### config.mk
export PLATFORM = sky130hd
export DESIGN_NAME = instr_encoder
export DESIGN_NICKNAME = d
export VERILOG_FILES = /design/src/rtl/riscv_pkg.sv /design/src/rtl/instr_pack.sv /design/src/rtl/instr_encoder.sv
export SDC_FILE = /design/constraint.sdc
export NUM_CORES = 1
export LEC_CHECK = 0
export BUFFER_PORTS_ARGS = -buffer_cell sky130_fd_sc_hd__buf_2
export CAP_MARGIN = 30
export CELL_PAD_IN_SITES_DETAIL_PLACEMENT = 2
export CELL_PAD_IN_SITES_GLOBAL_PLACEMENT = 2
export CORE_UTILIZATION = 29
export DETAILED_ROUTE_END_ITERATION = 10
export PLACE_DENSITY = 0.74
export SYNTH_ARGS = -nofsm -noshare
export SYNTH_HDL_FRONTEND = slang
export SYNTH_SLANG_ARGS = --single-unit
export TNS_END_PERCENT = 50
### constraint.sdc
create_clock -name clk_i -period 1.79 [get_ports clk_i]
set_clock_uncertainty 0.2 [all_clocks]
set_input_delay 0 -clock clk_i [delete_from_list [all_inputs] [get_ports clk_i]]
set_output_delay 0 -clock clk_i [all_outputs]
set_load 0.03 [all_outputs]
### src/rtl/riscv_pkg.sv
// -----------------------------------------------------------------------------
// riscv_pkg
// Shared RV32I definitions used by the immediate generator and the instruction
// encoder: major-opcode constants (opcode[6:2]), the instruction format
// enumeration, the canonical NOP, and small classification helpers.
// No ports (package).
// -----------------------------------------------------------------------------
package riscv_pkg;

    // Major opcode field, opcode[6:2]
    localparam logic [4:0] OPC_LOAD   = 5'b00000;
    localparam logic [4:0] OPC_OP_IMM = 5'b00100;
    localparam logic [4:0] OPC_JALR   = 5'b11001;
    localparam logic [4:0] OPC_OP     = 5'b01100;
    localparam logic [4:0] OPC_STORE  = 5'b01000;
    localparam logic [4:0] OPC_BRANCH = 5'b11000;
    localparam logic [4:0] OPC_LUI    = 5'b01101;
    localparam logic [4:0] OPC_JAL    = 5'b11011;

    typedef enum logic [2:0] {
        FMT_R,
        FMT_I,
        FMT_S,
        FMT_B,
        FMT_U,
        FMT_J,
        FMT_ILL
    } fmt_e;

    // addi x0, x0, 0
    localparam logic [31:0] NOP_INSTR = 32'h0000_0013;

    function automatic fmt_e opc_to_fmt(input logic [4:0] opc);
        case (opc)
            OPC_OP:                        return FMT_R;
            OPC_LOAD, OPC_OP_IMM, OPC_JALR: return FMT_I;
            OPC_STORE:                     return FMT_S;
            OPC_BRANCH:                    return FMT_B;
            OPC_LUI:                       return FMT_U;
            OPC_JAL:                       return FMT_J;
            default:                       return FMT_ILL;
        endcase
    endfunction

    // True when v, read as signed, is representable in 'bits' signed bits:
    // everything from bit bits-1 upward must be a pure sign extension.
    function automatic logic fits_signed(input logic [31:0] v, input int bits);
        logic signed [31:0] hi;
        hi = $signed(v) >>> (bits - 1);
        return (hi == '0) || (hi == '1);
    endfunction

endpackage

### src/rtl/instr_pack.sv
// -----------------------------------------------------------------------------
// instr_pack
// Combinational RV32I field packer. Places already-validated fields into the
// 32-bit instruction word according to the format; FMT_ILL yields the NOP.
// Ports:
//   fmt_i      in   fmt_e  instruction format (FMT_ILL -> NOP)
//   opcode_i   in   7      full opcode, copied to bits [6:0]
//   rd_i       in   5      destination register
//   rs1_i      in   5      source register 1
//   rs2_i      in   5      source register 2
//   funct3_i   in   3      funct3
//   funct7_i   in   7      funct7
//   imm_i      in   32     byte immediate
//   instr_o    out  32     packed instruction
// -----------------------------------------------------------------------------
module instr_pack
    import riscv_pkg::*;
(
    input  fmt_e        fmt_i,
    input  logic [6:0]  opcode_i,
    input  logic [4:0]  rd_i,
    input  logic [4:0]  rs1_i,
    input  logic [4:0]  rs2_i,
    input  logic [2:0]  funct3_i,
    input  logic [6:0]  funct7_i,
    input  logic [31:0] imm_i,
    output logic [31:0] instr_o
);

    always_comb begin
        instr_o = NOP_INSTR;
        case (fmt_i)
            FMT_R: instr_o = {funct7_i, rs2_i, rs1_i, funct3_i, rd_i, opcode_i};
            FMT_I: instr_o = {imm_i[11:0], rs1_i, funct3_i, rd_i, opcode_i};
            FMT_S: instr_o = {imm_i[11:5], rs2_i, rs1_i, funct3_i, imm_i[4:0], opcode_i};
            FMT_B: instr_o = {imm_i[12], imm_i[10:5], rs2_i, rs1_i, funct3_i,
                              imm_i[4:1], imm_i[11], opcode_i};
            FMT_U: instr_o = {imm_i[31:12], rd_i, opcode_i};
            FMT_J: instr_o = {imm_i[20], imm_i[10:1], imm_i[11], imm_i[19:12],
                              rd_i, opcode_i};
            default: instr_o = NOP_INSTR;
        endcase
    end

endmodule

### src/rtl/instr_encoder.sv
// -----------------------------------------------------------------------------
// instr_encoder
// Packs decoded RV32I fields into instruction words for the IMEM loader /
// self-test path. Two-stage valid/ready pipeline: stage 1 classifies the
// opcode and range-checks the immediate, stage 2 packs the word. Illegal
// requests come out as a NOP with err_o set. Each delivered beat carries a
// running byte address (step 4, wraps) and illegal beats are counted.
// Ports:
//   clk_i        in   1       clock, rising edge
//   rst_ni       in   1       asynchronous active-low reset
//   clr_i        in   1       sync clear: flush pipeline, zero address/counter
//   in_valid_i   in   1       request valid
//   in_ready_o   out  1       request accepted when valid & ready
//   opcode_i     in   7       opcode ([6:2] format, [1:0] copied)
//   rd_i/rs1_i/rs2_i in 5     register indices
//   funct3_i     in   3       funct3
//   funct7_i     in   7       funct7 (R-type)
//   imm_i        in   32      signed byte immediate
//   out_valid_o  out  1       output beat valid
//   out_ready_i  in   1       consumer ready
//   instr_o      out  32      encoded instruction
//   addr_o       out  ADDR_W  byte address of this beat
//   err_o        out  1       beat was illegal (instr_o = NOP)
//   err_cnt_o    out  CNT_W   saturating count of delivered illegal beats
// -----------------------------------------------------------------------------
module instr_encoder
    import riscv_pkg::*;
#(
    parameter int ADDR_W = 12,
    parameter int CNT_W  = 8
) (
    input  logic              clk_i,
    input  logic              rst_ni,
    input  logic              clr_i,
    input  logic              in_valid_i,
    output logic              in_ready_o,
    input  logic [6:0]        opcode_i,
    input  logic [4:0]        rd_i,
    input  logic [4:0]        rs1_i,
    input  logic [4:0]        rs2_i,
    input  logic [2:0]        funct3_i,
    input  logic [6:0]        funct7_i,
    input  logic [31:0]       imm_i,
    output logic              out_valid_o,
    input  logic              out_ready_i,
    output logic [31:0]       instr_o,
    output logic [ADDR_W-1:0] addr_o,
    output logic              err_o,
    output logic [CNT_W-1:0]  err_cnt_o
);

    function automatic logic imm_legal(input fmt_e f, input logic [31:0] imm);
        case (f)
            FMT_R:        return 1'b1;
            FMT_I, FMT_S: return fits_signed(imm, 12);
            FMT_B:        return fits_signed(imm, 13) && !imm[0];
            FMT_U:        return imm[11:0] == 12'd0;
            FMT_J:        return fits_signed(imm, 21) && !imm[0];
            default:      return 1'b0;
        endcase
    endfunction

    // Stage 1 registers
    logic        s1_valid_q, s1_valid_d;
    fmt_e        s1_fmt_q;
    logic [6:0]  s1_op_q;
    logic [4:0]  s1_rd_q, s1_rs1_q, s1_rs2_q;
    logic [2:0]  s1_f3_q;
    logic [6:0]  s1_f7_q;
    logic [31:0] s1_imm_q;

    // Stage 2 registers
    logic              s2_valid_q, s2_valid_d;
    logic [31:0]       instr_q;
    logic              err_q;
    logic [ADDR_W-1:0] addr_q, addr_d;
    logic [CNT_W-1:0]  cnt_q, cnt_d;

    logic        s2_ready, in_ready, in_fire, s1_adv, out_fire;
    fmt_e        in_fmt, cls_fmt;
    logic [31:0] pack_instr;

    always_comb begin
        cls_fmt = opc_to_fmt(opcode_i[6:2]);
        in_fmt  = imm_legal(cls_fmt, imm_i) ? cls_fmt : FMT_ILL;
    end

    always_comb begin
        s2_ready   = ~s2_valid_q | out_ready_i;
        in_ready   = ~clr_i & (~s1_valid_q | s2_ready);
        in_fire    = in_valid_i & in_ready;
        s1_adv     = s1_valid_q & s2_ready & ~clr_i;
        out_fire   = s2_valid_q & out_ready_i & ~clr_i;

        s1_valid_d = s1_valid_q;
        s2_valid_d = s2_valid_q;
        addr_d     = addr_q;
        cnt_d      = cnt_q;
        if (clr_i) begin
            s1_valid_d = 1'b0;
            s2_valid_d = 1'b0;
            addr_d     = '0;
            cnt_d      = '0;
        end else begin
            // s1 empties when its beat moves on, refills on an accept
            if (in_fire)       s1_valid_d = 1'b1;
            else if (s2_ready) s1_valid_d = 1'b0;
            if (s2_ready)      s2_valid_d = s1_valid_q;
            if (out_fire) begin
                addr_d = addr_q + ADDR_W'(4);
                if (err_q && cnt_q != '1) cnt_d = cnt_q + CNT_W'(1);
            end
        end
    end

    // ---- stage 1: classify + range check ----
    always_ff @(posedge clk_i or negedge rst_ni) begin
        if (!rst_ni) begin
            s1_valid_q <= 1'b0;
            s1_fmt_q   <= FMT_ILL;
            s1_op_q    <= '0;
            s1_rd_q    <= '0;
            s1_rs1_q   <= '0;
            s1_rs2_q   <= '0;
            s1_f3_q    <= '0;
            s1_f7_q    <= '0;
            s1_imm_q   <= '0;
        end else begin
            s1_valid_q <= s1_valid_d;
            if (in_fire) begin
                s1_fmt_q <= in_fmt;
                s1_op_q  <= opcode_i;
                s1_rd_q  <= rd_i;
                s1_rs1_q <= rs1_i;
                s1_rs2_q <= rs2_i;
                s1_f3_q  <= funct3_i;
                s1_f7_q  <= funct7_i;
                s1_imm_q <= imm_i;
            end
        end
    end

    instr_pack u_pack (
        .fmt_i    (s1_fmt_q),
        .opcode_i (s1_op_q),
        .rd_i     (s1_rd_q),
        .rs1_i    (s1_rs1_q),
        .rs2_i    (s1_rs2_q),
        .funct3_i (s1_f3_q),
        .funct7_i (s1_f7_q),
        .imm_i    (s1_imm_q),
        .instr_o  (pack_instr)
    );

    // ---- stage 2: packed word, address and error counter ----
    always_ff @(posedge clk_i or negedge rst_ni) begin
        if (!rst_ni) begin
            s2_valid_q <= 1'b0;
            instr_q    <= '0;
            err_q      <= 1'b0;
            addr_q     <= '0;
            cnt_q      <= '0;
        end else begin
            s2_valid_q <= s2_valid_d;
            addr_q     <= addr_d;
            cnt_q      <= cnt_d;
            if (s1_adv) begin
                instr_q <= pack_instr;
                err_q   <= (s1_fmt_q == FMT_ILL);
            end
        end
    end

    assign in_ready_o  = in_ready;
    assign out_valid_o = s2_valid_q;
    assign instr_o     = instr_q;
    assign addr_o      = addr_q;
    assign err_o       = err_q;
    assign err_cnt_o   = cnt_q;

endmodule

Word-level counts from Yosys, hierarchy flattened:

Memories as Yosys holds them, arrays and structs flattened.
Index checks and enable logic that the tools add are counted.

* eq/ne operators: 15
* add/sub/neg operators: 2
* multiplexer cells: 13
* bitwise operators: 11
* reduce and logical (&&, ||, !) cells: 19

Operators with widths (count)
* $pmux W32 S6: 1
* $eq A32 B32 Y1 const B: 3
* $logic_not A32 Y1: 3
* $mux W12: 2
* $mux W8: 3
* $eq A3 B3 Y1 const B: 5
* $add A12 B3 Y12 const B: 1
* $eq A3 B2 Y1 const B: 4
* $logic_not A12 Y1: 1
* $add A8 B1 Y8 const B: 1
* $ne A8 B8 Y1 const B: 1
* $and A1 B1 Y1: 6
* $eq A3 B1 Y1 const B: 2
* $logic_not A3 Y1: 2
* $reduce_bool A2 Y1: 3
* $mux W1: 5
* $pmux W1 S5: 1
* $logic_and A1 B1 Y1: 3
* $logic_or A1 B1 Y1: 3
* $mux W3: 1
* $not A1 Y1: 3
* $reduce_bool A3 Y1: 1
* $or A1 B1 Y1: 2
* $reduce_and A2 Y1: 1
* 2 further kinds: 2

* input bits: 69
* memories: 1
* register bits after elaboration: 122
* word-level logic and storage cells: 75
* memory bits (read-only): 96

Memory list
* (no name shown): depth 32, bits a word 3, read ports 1, clocked after memory_dff 0, wr ports 0, line riscv_pkg.sv:34 `case (opc)`

Longest topological paths before layout:

* depth in word-level cells: 7
* depth in mapped cells: 7
* mapped depth without buffers: 5

By module:

From an unflattened synthesis, not the netlist that was laid out.

* cells, all modules: 524
* area, all modules: 5531.6 µm²

By module, submodules not included
* instr_encoder: area each 4972.3 µm², cells an instance 436, sequential area each 3005.4 µm², instances 1
* instr_pack: area each 559.3 µm², cells an instance 88, sequential area each 0.0 µm², instances 1

Least setup slack after synthesis:

No wires, ideal clock.

* path type: reg-to-reg
* from: register s2_valid_q, in the netlist out_valid_o
* to: register instr_q[20], in the netlist instr_o[20]
* data arrival time: 1.522 ns
* cell stages (with the launch flop): 7
* library setup time: 0.132 ns
* slack: -0.064 ns
* cell sequence: dfrtp_1 nor2b_1 or3b_1 clkbuf_1 clkbuf_1 nand2_1 o21ai_0

* cells in the longest elaborated chain, start to end: 4

RTL lines
* start, declared: line instr_encoder.sv:73 `logic s2_valid_q, s2_valid_d;`
* start signal, assigned: line instr_encoder.sv:164 `s2_valid_q <= s2_valid_d;`
* $not A1 Y1: line instr_encoder.sv:89 `s2_ready = ~s2_valid_q | out_ready_i;`
* $or A1 B1 Y1: line instr_encoder.sv:89
* $and A1 B1 Y1 (2 in series): line instr_encoder.sv:92 `s1_adv = s1_valid_q & s2_ready & ~clr_i;`
* end signal, assigned: line instr_encoder.sv:168 `instr_q <= pack_instr;`
* end, declared: line instr_encoder.sv:74 `logic [31:0] instr_q;`

Every way passes these cells.
A chain may end at the register's enable or synchronous reset.

Worst setup path in the final report:

* from: register cnt_q[6], in the netlist err_cnt_o[6]
* to: register cnt_q[2], in the netlist err_cnt_o[2]

* cells in the longest elaborated chain, start to end: 4

RTL lines
* start, declared: line instr_encoder.sv:77 `logic [CNT_W-1:0] cnt_q, cnt_d;`
* start signal, assigned: line instr_encoder.sv:166 `cnt_q <= cnt_d;`
* $ne A8 B8 Y1: line instr_encoder.sv:111 `if (err_q && cnt_q != '1) cnt_d = cnt_q + CNT_W'(1);`
* $logic_and A1 B1 Y1: line instr_encoder.sv:111
* $reduce_bool A2 Y1 (no source line)
* $reduce_and A2 Y1 (no source line)

Every way passes these cells.

==> qor.yml <==
worst_slack_ns: 0.00376
path_cells: "and4_4, a41oi_4, buf_4, nand2_1, xor2_1, nor2_1"
cp_max_fo: 7
clockRootBuffer: "clkbuf_16"
place_ws_ns: -0.0809
cts_tree: "done"
cts_buffers: 17
rr_startpoint: "err_cnt_o[6]"
num_rows: 49
hpwl_um: 13200
layout.nets: 876
reg2regPathDepth: 6
outcome: "complete, no violations"
p_clk_share_pct: 46.6
final_core_util_pct: 44.1
coreArea_mm2: 0.0183
syn_area_mm2: 0.00549
fin_area_mm2: 0.00806
crit_type: "reg2reg"
routabilityCongestion: 0.774
chipWidth_um: 140
leakage_nw: 3.89
hp-start: "opcode_i[6]"
post-route-min-period_ns: 1.79
wl_um: 21400
yosysTopAreaCellShare_pct: 53.8
grt_use_total_pct: 22.3
finalSetupViolations: 0
syn_area_per_cell_um2: 9.23
required_ns: 1.89
dieHeight_um: 140
grt_pass1_wl_um: 33100
io_pins: 124
grt_max_degree: 58
grt_setup_unrepaired: "yes"
sw_frac_of_total_pct: 27.2
hold_slack_ns: 0.0428
synth_area_leaders: "dfrtp_1, nand2_1, nor2_1, o221ai_1, a22oi_1"
cp-start-kind: "register"
via_per_inst: 5.11
drive_gt1_share_pct: 27.5
whs_endpoint: "s1_op_q[6]"
finalCritPeriodShare_pct: 99.8
clock_path_buffers: 2
die_area_mm2: 0.0195
overflow: 0
area_growth_syn_to_layout_pct: 46.9
r2r_slack_ns: 0.004
tightestPinTransition_ns: 0.740
num_vias: 5349
drtPass1Iterations: 4
syn_inst: 595
drc_errors: 0
cts_sinks: 120
seqPwrFrac_pct: 38.8
max-slew-margin-rel_pct: 50.5
cts.clk_slew.worst_paths_ns: 0.06
crit_slowest_cell: "dfrtp_2"
arrival_ns: 1.89
antenna_cells: 0
drt-initial-drc-count: 226
power_mw: 8.23
h-tree-depth: 4
clock_latency_ns: 0.43
r2r_end: "err_cnt_o[2]"
antenna_found_initial: 0
postPlaceCellArea_mm2: 0.00653
yosysTopAreaCell: "dfrtp_1"
power.internal_mw: 5.99
slew_violations: 0
drtAntennaViolNets: 0
ys.flop_type: "dfrtp_1"
power.share.combinational_pct: 14.6
wl_per_cell_um: 20.4
port_buffers: 121
ys_warn_count: 0
synthArstFlopShare_pct: 100
end_kind: "register"
seq_area_frac_synth_pct: 54.8
peakVddDrop_uv: 631
power_density_mw_per_mm2: 1020
power_switching_mw: 2.24
slowest_delay_ns: 0.42
grt_pass1_vias: 6058
initial_core_util_pct: 30.0
ys_ff_latch: 120
drv_cap: 0
yosysUniqueCellTypes: 54
hp-class: "in2reg"
finalHoldViolCount: 0
fmax_mhz: 560
whs_path_depth: 4
synth_edf_count: 0
## worst max path at each step
stage,endpoint,cells after the start,start
after floorplan,instr_o[27],5,out_valid_o
after global placement,s1_fmt_q[2],7,imm_i[11]
after detailed placement,err_cnt_o[5],5,err_cnt_o[0]
after CTS,instr_o[1],5,out_valid_o
after global routing,err_cnt_o[4],5,err_cnt_o[6]
final,err_cnt_o[2],6,err_cnt_o[6]
## power groups by stage
stage	clock network [mW]	logic, mW	registers (mW)
after CTS	3.88	1.17	3.19
final	3.84	1.20	3.20
after global routing	4.00	1.31	3.23
after global placement	0	0.981	3.22
after floorplan	0	0.419	3.35
after detailed placement	0	1.03	3.23
## Yosys cell counts, drive strengths merged (2+ instances only)
library cell  instances
nand2               207
dfrtp               118
nor2                 37
clkbuf               22
o21ai                17
a22oi                16
buf                  15
o21a                 14
o221ai               14
xor2                 13
a21oi                11
nor4                 10
nand4                 9
inv                   8
a31oi                 7
and3                  7
nand3b                6
a22o                  5
mux2i                 5
nor2b                 5
nand2b                4
nor3                  4
a211oi                3
and2                  3
and4                  3
nand3                 3
o22a                  3
xnor2                 3
dfstp                 2
ha                    2
mux2                  2
## layer usage
layer	wire length [µm]	global-route usage, %	part of all wire (%)
met2	11200	40.4	52
met4	406	7.58	1.9
met5	0	0	0
met1	9190	26.5	43
met3	590	4.23	2.8
## state kept, by name, summed over array words and instances, names as in the netlist
register     flops
instr_o         32
s1_imm_q        32
addr_o          10
err_cnt_o        8
s1_f7_q          7
s1_op_q          7
s1_rd_q          5
s1_rs1_q         5
s1_rs2_q         5
s1_f3_q          3
s1_fmt_q         3
err_o            1
out_valid_o      1
s1_valid_q       1
## cell families after synthesis
logic type                 count (synthesis)  synth area share, %
and+or+nand+nor                          304                 24.2
DFF                                      120                 54.8
AOI/OAI and AO/OA                         99                 13.2
buffers and inverters                     46                 3.44
xor gates and xnor gates                  16                 2.55
muxes                                      7                 1.32
adders and majority gates                  2                0.456
other                                      1               0.0683
## worst max-delay path, delay by kind of cell (launching register included)
kind	cells	cell delay (ns)
DFF	1	0.42
and+or+nand+nor	3	0.36
AOI/OAI and AO/OA	1	0.33
xor gates and xnor gates	1	0.18
buffers and inverters	1	0.17
## area by class of cell
| type | count | area, µm² |
|---|---|---|
| inverter | 9 | 33.8 |
| clock buffer | 22 | 494 |
| tap | 229 | 287 |
| fill | 1955 | 10200 |
| timing repair buffer | 227 | 1670 |
| multi-input combinational | 430 | 2400 |
| clock inverter | 10 | 165 |
| sequential | 120 | 3010 |
## stage by stage
stage,TNS [ns],std cells
after floorplan,0,596
after global placement,-0.0656,938
after detailed placement,-0.493,938
after CTS,-0.0125,1043
after global routing,-0.209,1047
final,0,1047
## repair_timing
item | in CTS | in global routing
resized for setup | 5 | 19
endpoints found under the hold margin | 209 | 0
pin swaps | 2 | 5
hold buffers | 72 | 0
cloned | 0 | 1
buffers inserted | 1 | 3
setup endpoints to repair | 17 | 26
## placed cells by master (no fill, tap or decap), types with 6 or more instances in the layout
master and n:
nand2_1 205, buf_2 119, dfrtp_1 111, dlygate4sd3_1 71, nor2_1 36, buf_4 29, clkbuf_16 18, a22oi_1 16
o21a_1 14, xor2_1 13, o221ai_1 13, o21ai_0 10, nand4_1 9, a21oi_1 8, inv_1 8, a31oi_1 7
nor4_1 7, dfrtp_2 7, nand3b_1 6, o21ai_1 6, and3_1 6
No activity file was read; power rests on OpenSTA's default activity.
